`src/rtl/cnt_slot_arbiter.sv`:
```
`default_nettype none
// ============================================================================
// Module   : cnt_slot_arbiter
// Brief    : Round-robin time-slot arbiter granting one shared W-bit counter.
// Revision : 1.0
// ============================================================================
module cnt_slot_arbiter #(
   parameter int NREQ = 4,
   parameter int W    = 3,
   parameter int SLOT = 8
) (
   input  logic                    clk,
   input  logic                    rstn,
   input  logic [NREQ-1:0]         req,
   input  logic [NREQ-1:0]         rel,
   output logic [NREQ-1:0]         gnt,
   output logic                    busy,
   output logic [$clog2(NREQ)-1:0] owner,
   output logic [W-1:0]            cnt,
   output logic                    slot_end
);

   localparam int IW = $clog2(NREQ);
   localparam logic [W-1:0]  c_last = W'(SLOT - 1);
   localparam logic [IW-1:0] c_top  = IW'(NREQ - 1);

   typedef enum logic [0:0] {
      S_IDLE  = 1'b0,
      S_GRANT = 1'b1
   } state_t;

   state_t          r_state, w_state_nxt;
   logic [NREQ-1:0] r_gnt,   w_gnt_nxt;
   logic            r_busy,  w_busy_nxt;
   logic [IW-1:0]   r_owner, w_owner_nxt;
   logic [W-1:0]    r_cnt,   w_cnt_nxt;
   logic [IW-1:0]   r_ptr,   w_ptr_nxt;

   logic            w_own_end;
   logic [IW-1:0]   w_succ;
   logic [IW-1:0]   w_start;
   logic [NREQ-1:0] w_cand;
   logic            w_found;
   logic [IW-1:0]   w_sel;

   always_ff @(posedge clk) begin
      if (!rstn) begin
         r_state <= S_IDLE;
         r_gnt   <= '0;
         r_busy  <= 1'b0;
         r_owner <= '0;
         r_cnt   <= '0;
         r_ptr   <= '0;
      end else begin
         r_state <= w_state_nxt;
         r_gnt   <= w_gnt_nxt;
         r_busy  <= w_busy_nxt;
         r_owner <= w_owner_nxt;
         r_cnt   <= w_cnt_nxt;
         r_ptr   <= w_ptr_nxt;
      end
   end

   always_comb begin
      w_own_end = (r_state == S_GRANT) &&
                  ((r_cnt == c_last) || rel[r_owner] || !req[r_owner]);
      w_succ    = (r_owner == c_top) ? '0 : r_owner + 1'b1;

      // At a slot end the search begins after the owner; a releasing owner is excluded
      w_cand  = req;
      w_start = r_ptr;
      if (r_state == S_GRANT) begin
         w_start = w_succ;
         if (rel[r_owner]) w_cand[r_owner] = 1'b0;
      end

      w_found = 1'b0;
      w_sel   = '0;
      for (int k = 0; k < NREQ; k++) begin
         if (!w_found && w_cand[(int'(w_start) + k) % NREQ]) begin
            w_found = 1'b1;
            w_sel   = IW'((int'(w_start) + k) % NREQ);
         end
      end

      w_state_nxt = r_state;
      w_gnt_nxt   = r_gnt;
      w_busy_nxt  = r_busy;
      w_owner_nxt = r_owner;
      w_cnt_nxt   = r_cnt;
      w_ptr_nxt   = r_ptr;

      if (r_state == S_GRANT && !w_own_end) begin
         w_cnt_nxt = r_cnt + 1'b1;
      end else if (r_state == S_GRANT || w_found) begin
         if (r_state == S_GRANT) w_ptr_nxt = w_succ;
         if (w_found) begin
            w_state_nxt        = S_GRANT;
            w_gnt_nxt          = '0;
            w_gnt_nxt[w_sel]   = 1'b1;
            w_busy_nxt         = 1'b1;
            w_owner_nxt        = w_sel;
            w_cnt_nxt          = '0;
         end else begin
            w_state_nxt = S_IDLE;
            w_gnt_nxt   = '0;
            w_busy_nxt  = 1'b0;
            w_owner_nxt = '0;
            w_cnt_nxt   = '0;
         end
      end
   end

   assign gnt      = r_gnt;
   assign busy     = r_busy;
   assign owner    = r_owner;
   assign cnt      = r_cnt;
   assign slot_end = w_own_end;

endmodule
`default_nettype wire
```
`config.mk`:
```
export PLATFORM = sky130hd
export DESIGN_NAME = cnt_slot_arbiter
export DESIGN_NICKNAME = d
export VERILOG_FILES = /design/src/rtl/cnt_slot_arbiter.sv
export SDC_FILE = /design/constraint.sdc
export NUM_CORES = 1
export LEC_CHECK = 0
export ABC_AREA = 1
export BUFFER_PORTS_ARGS = -buffer_cell sky130_fd_sc_hd__buf_2
export CORE_MARGIN = 1.5
export CORE_UTILIZATION = 59
export DETAILED_ROUTE_END_ITERATION = 10
export GPL_TIMING_DRIVEN = 0
export HOLD_SLACK_MARGIN = 0.12
export PLACE_DENSITY_LB_ADDON = 0.2
export SYNTH_ARGS = -nofsm -noshare
export SYNTH_HDL_FRONTEND = slang
export SYNTH_SLANG_ARGS = --single-unit
export TNS_END_PERCENT = 20
```
`constraint.sdc`:
```
create_clock -name clk -period 4.6 [get_ports clk]
set_clock_uncertainty 0.2 [all_clocks]
set_input_delay 0.69 -clock clk [delete_from_list [all_inputs] [get_ports clk]]
set_output_delay 0.69 -clock clk [all_outputs]
set_load 0.01 [all_outputs]
```
==> impl_metrics.csv, run 1 <==
group,metric,value,unit
run_status,status,"finished clean",
run,cap_violations,0,
cts,cts.clk_slew.worst_paths,0.07,ns
routing,highest_layer,"met4",
worst_hold_path,min_path_cells,2,
cts,clock_tree.root_cell,"clkbuf_4",
sta,fmax,0.346,GHz
setup_path,ff2ff_setup_slack,2.01,ns
worst_hold_path,hp-start,"gnt[0]",
logic_synthesis,syn_inst,176,
setup_path,max_stage_delay,0.56,ns
routing,wl_met3,43,um
setup_path,path_max_fanout,10,
routing,drtIter0Drc,21,
routing,drt_first_pass_iters,4,
grt,antenna_found_initial,0,
logic_synthesis,synth_top_area_cell,"dfxtp_1",
sta,hold_violations,0,
logic_synthesis,synthTopCellsByArea,"dfxtp_1 21%, nand2_1 17%, nand3_1 11%, ha_1 6.5%, nand3_2 6.0%",
logic_synthesis,syn_nets,192,
floorplan,initial_core_util,0.651,
power_and_ir_drop,irDropWorstVdd,0.503,mV
cts,cts.path.max_buffers,2,
sta,drv_slew,0,
placed_design,place_hpwl,1.98,mm
sta,timing.final.ws_setup,1.71,ns
logic_synthesis,synth_top_area_frac,0.207,
setup_path,reg2reg_from,"owner[0]",
worst_hold_path,hold_path.class,"flip-flop to flip-flop",
setup_path,rr_worst_depth,14,
cells_and_area,diodes,0,
sta,worstMarginPinSlew,0.389,ns
routing,drt-total-wl,2.46,mm
logic_synthesis,ys_types,26,
setup_path,start_kind,"flip-flop",
setup_path,cp.arrival,2.00,ns
cells_and_area,layout.cells.most_common,"nand2_1",
cells_and_area,final_cell_mix,"54 x nand2_1, 25 x nand3_1, 20 x buf_2",
cts,insertion_delay,0.28,ns
floorplan,ios,21,
power_and_ir_drop,p_leak,0.726,nW
logic_synthesis,yosysSeqAreaShare,0.207,
cells_and_area,drive_gt1_frac,0.285,
floorplan,placementRows,15,
setup_path,endpoint_kind,"output port",
placed_design,gp_congestion,0.863,
worst_hold_path,min_to,"gnt[0]",
logic_synthesis,netlist_area,1160,um2
cts,cts_tree,"yes",
logic_synthesis,async_reset_ff_frac,0,
setup_path,critPathSlowestCell,"dfxtp_1",
setup_path,cp_cell_sequence,"inv_2, nand2_1, nand3_2, nand2_1, inv_1, nor4_1, inv_1, nand2_1, inv_1, buf_2",
logic_synthesis,yosys_warnings,0,
logic_synthesis,synth_edf_count,0,
cts,cts_buffers,3,
grt,grt_util_all_layers,0.258,
placed_design,dp_slack,1.91,ns
floorplan,die_h,47.4,um
routing,drtAntennaViolNets,0,
cts,cts_max_level,1,
sta,period_share,0.628,
cts,cts_resized,0,
logic_synthesis,synth_flop_cell,"dfxtp_1",
power_and_ir_drop,power.density,843,nW/um2
routing,via_per_inst,5.21,
grt,grt_max_degree,11,
routing,route.met2.wl,1.19,mm
placed_design,port_buffers,20,
sta,rsz0062_at_grt,"false",
cts,cts.sinks,12,
setup_path,worst_ep_required_time,3.71,ns
grt,grt_pass1_wl,4.21,mm
routing,drc_errors,0,
floorplan,die-area,2240,um2
cells_and_area,nets,217,
routing,drt-met1-wl,1.19,mm
setup_path,r2r-end,"r_ptr[0]",
cells_and_area,area_delta_synth_final,14.4,%
sta,slew_headroom,0.740,
sta,finalSetupViolCount,0,
routing,wl_per_cell,10.9,um
grt,grt_pass1_vias,1061,
floorplan,chipWidth,47.4,um
grt,grt_overflow,0,
cts,postCtsHoldBufs,0,
sta,min_period,2.89,ns
setup_path,path_class,"flip-flop to output port",
cts,post_cts_buffers,0,
sta,tns,0,ns
logic_synthesis,postSynthAreaPerCell,6.60,um2
routing,num_vias,1173,
logic_synthesis,synth-seq-cells,12,
floorplan,core-area,1780,um2
critical path, delay by kind of cell, from the launching register on:
family / cells / cell delay [ns]
simple gates: 5 / 0.73
flops: 1 / 0.56
buf+inv: 5 / 0.44
metal layers:
layer | vias to the layer above | track usage
met5 | - | 0
met4 | 0 | 0.100
met3 | 6 | 0.0115
met2 | 17 | 0.462
met1 | 533 | 0.321
li1 | 617 | -
report_power, final:
| group | leakage [nW] | total [W] | internal (W) | switching [W] |
|---|---|---|---|---|
| sequential | 0.0985 | 0.000155 | 0.000132 | 0.0000227 |
| combinational | 0.606 | 0.000880 | 0.000309 | 0.000571 |
| clock | 0.0210 | 0.0000848 | 0.0000482 | 0.0000366 |
| total | 0.726 | 0.00112 | 0.000489 | 0.000630 |
area by class of cell:
type	count	area [um2]
Timing Repair Buffer	20	100
Multi-Input combinational cell	140	812
Fill cell	157	454
Buffer	2	22.5
Tap cell	25	31.3
Clock buffer	4	36.3
Inverter	22	86.3
Sequential cell	12	240
cells in the mapped netlist (3+ instances only):
cell type and count:
nand2_2 7, inv_2 4, o21ai_0 3, dfxtp_1 12, a21oi_1 9, nand2_4 4
nand3_2 7, nand2_1 54, ha_1 6, nand3_1 25, inv_1 16, nor2_1 12
state kept, by name, summed over array words and instances, names as in the netlist:
signal,count
gnt,4
cnt,3
owner,2
r_ptr,2
busy,1
kinds of logic after synthesis:
| group | after synthesis | synth area share |
|---|---|---|
| DFF | 12 | 0.207 |
| adders and majority gates | 6 | 0.0647 |
| buffers and inverters | 24 | 0.0937 |
| and+or+nand+nor | 118 | 0.534 |
| xor gates and xnor gates | 2 | 0.0280 |
| AOI/OAI and AO/OA | 14 | 0.0722 |
worst max-delay path by stage:
stage,start,to,slack [ns]
detailed placement,rel[1],slot_end,1.91
CTS,owner[0],slot_end,1.71
floorplan,rel[1],slot_end,2.24
global placement,rel[1],slot_end,1.93
finish,owner[0],slot_end,1.71
global route,owner[0],slot_end,1.53
stage by stage:
step,cell area (um2),util,instances,total power (W),hold WS (ns)
global placement,1290,0.725,221,0.00101,0.250
detailed placement,1290,0.725,221,0.00103,0.253
global route,1330,0.745,225,0.00123,0.290
CTS,1330,0.745,225,0.00112,0.264
finish,1330,0.745,225,0.00112,0.261
floorplan,1160,-,176,0.000884,0.274
Power figures use the tool's default switching activity.
==> inputs of run 2 (changes only) <==
Settings changed: CORE_UTILIZATION 59 to 55.
Clock period 4.6 ns to 2.84 ns, I/O delays scaled along.
==> impl_metrics.csv, run 2 (synthesis results as in run 1) <==
group,metric,value,unit
run_status,status,"finished clean",
floorplan,die_h,48.9,um
cells_and_area,drive_gt1_frac,0.290,
power_and_ir_drop,power,0.00183,W
cts,cts.clk_slew.worst_paths,0.08,ns
floorplan,core-area,1980,um2
setup_path,cp.arrival,1.89,ns
worst_hold_path,hold_path.class,"input port to flip-flop",
run,cap_violations,0,
floorplan,initial_core_util,0.586,
sta,finalSetupViolCount,0,
routing,drc_errors,0,
setup_path,reg2reg_from,"owner[1]",
worst_hold_path,hp-start,"rstn",
grt,grt_overflow,0,
worst_hold_path,min_path_cells,2,
sta,rsz0062_at_grt,"false",
sta,tns,0,ns
placed_design,port_buffers,20,
cts,cts_tree,"yes",
cts,cts_buffers,3,
grt,grt_util_all_layers,0.222,
power_and_ir_drop,irDropWorstVdd,0.859,mV
grt,grt_max_degree,11,
cells_and_area,layout.cells.most_common,"nand2_1",
floorplan,ios,21,
power_and_ir_drop,power.density,1370,nW/um2
cts,cts.path.max_buffers,2,
cts,insertion_delay,0.27,ns
grt,grt_pass1_wl,4.42,mm
grt,grt_pass1_vias,1080,
sta,min_period,2.52,ns
cells_and_area,diodes,0,
setup_path,worst_ep_required_time,2.21,ns
cells_and_area,nets,217,
routing,drtAntennaViolNets,0,
setup_path,cp_cell_sequence,"inv_2, nand2_1, nand3_2, nand2_1, inv_1, nor4_1, inv_1, nand2_1, inv_1, buf_2",
cells_and_area,area.sequential,241,um2
cells_and_area,multi_input_area,812,um2
sta,period_share,0.887,
sta,hold_violations,0,
setup_path,endpoint_kind,"output port",
placed_design,gp_congestion,0.878,
setup_path,rr_worst_depth,14,
cts,clock_tree.root_cell,"clkbuf_4",
worst_hold_path,min_to,"owner[1]",
floorplan,chipWidth,48.9,um
grt,antenna_found_initial,0,
setup_path,critPathSlowestCell,"dfxtp_2",
routing,num_vias,1169,
sta,slew_headroom,0.749,
setup_path,ff2ff_setup_slack,0.32,ns
power_and_ir_drop,p_leak,0.726,nW
sta,worstMarginPinSlew,0.373,ns
cells_and_area,area_delta_synth_final,14.8,%
placed_design,place_hpwl,1.96,mm
sta,drv_slew,0,
setup_path,path_class,"flip-flop to output port",
cells_and_area,final_cell_mix,"54 x nand2_1, 25 x nand3_1, 20 x buf_2",
sta,fmax,0.397,GHz
setup_path,start_kind,"flip-flop",
routing,drt-total-wl,2.49,mm
setup_path,r2r-end,"r_ptr[1]",
routing,wl_per_cell,11.0,um
setup_path,max_stage_delay,0.45,ns
cts,cts.sinks,12,
floorplan,die-area,2400,um2
routing,drtIter0Drc,27,
routing,via_per_inst,5.15,
cells_and_area,fillers,167,
setup_path,path_max_fanout,10,
routing,drt_first_pass_iters,4,
cells_and_area,largest_reg_flops,4,
floorplan,placementRows,16,
cts,cts_max_level,1,
cts,post_cts_buffers,0,
==> run 2: cell type report <==
| type | instances | share of cell area |
|---|---|---|
| buffer | 2 | 0.0169 |
| clock buffer | 4 | 0.0272 |
| tap | 27 | 0.0254 |
| multi-input combinational | 140 | 0.609 |
| timing repair buffer | 20 | 0.0751 |
| sequential | 12 | 0.181 |
| inverter | 22 | 0.0648 |
==> run 2: power breakdown <==
| group | internal [W] | switching [W] | leakage (nW) |
|---|---|---|---|
| registers | 0.000215 | 0.0000350 | 0.0989 |
| logic | 0.000500 | 0.000943 | 0.606 |
| clock network | 0.0000780 | 0.0000583 | 0.0210 |
| total | 0.000793 | 0.00104 | 0.726 |
==> run 2: worst max path at each step <==
stage | from | end
2_1_floorplan | owner[0] | r_ptr[1]
3_3_place_gp | owner[0] | r_ptr[0]
3_5_place_dp | owner[0] | r_ptr[1]
4_1_cts | owner[0] | slot_end
5_1_grt | owner[1] | r_ptr[1]
6_report | owner[0] | slot_end
==> run 2: worst max-delay path, delay by kind of cell (launching register included) <==
kind,cells,cell delay [ns]
AND/OR/NAND/NOR,5,0.74
flip-flops,1,0.45
buffers and inverters,5,0.42
==> run 2: what timing repair did <==
item	CTS	global route
resized for setup	0	1
hold buffers	0	0
endpoints found under the setup margin	0	1
==> run 2: per-stage QoR <==
stage | setup slack, ns | hold WS (ns) | cells | instance area, um2 | utilization
after floorplan | 0.513 | 0.274 | 176 | 1160 | -
after global placement | 0.290 | 0.251 | 223 | 1290 | 0.653
after detailed placement | 0.265 | 0.253 | 223 | 1290 | 0.653
after CTS | 0.164 | 0.213 | 227 | 1330 | 0.672
after global routing | 0.0917 | 0.216 | 227 | 1330 | 0.672
final | 0.322 | 0.227 | 227 | 1330 | 0.672
==> run 2: metal layers <==
layer	GRT usage	vias up	share of wire	routed length, um
met5	0	-	0	0
met4	0.0667	0	0.0076	19
met3	0.00920	4	0.027	67
met2	0.406	22	0.48	1200
met1	0.281	529	0.48	1210
li1	-	614	-	-
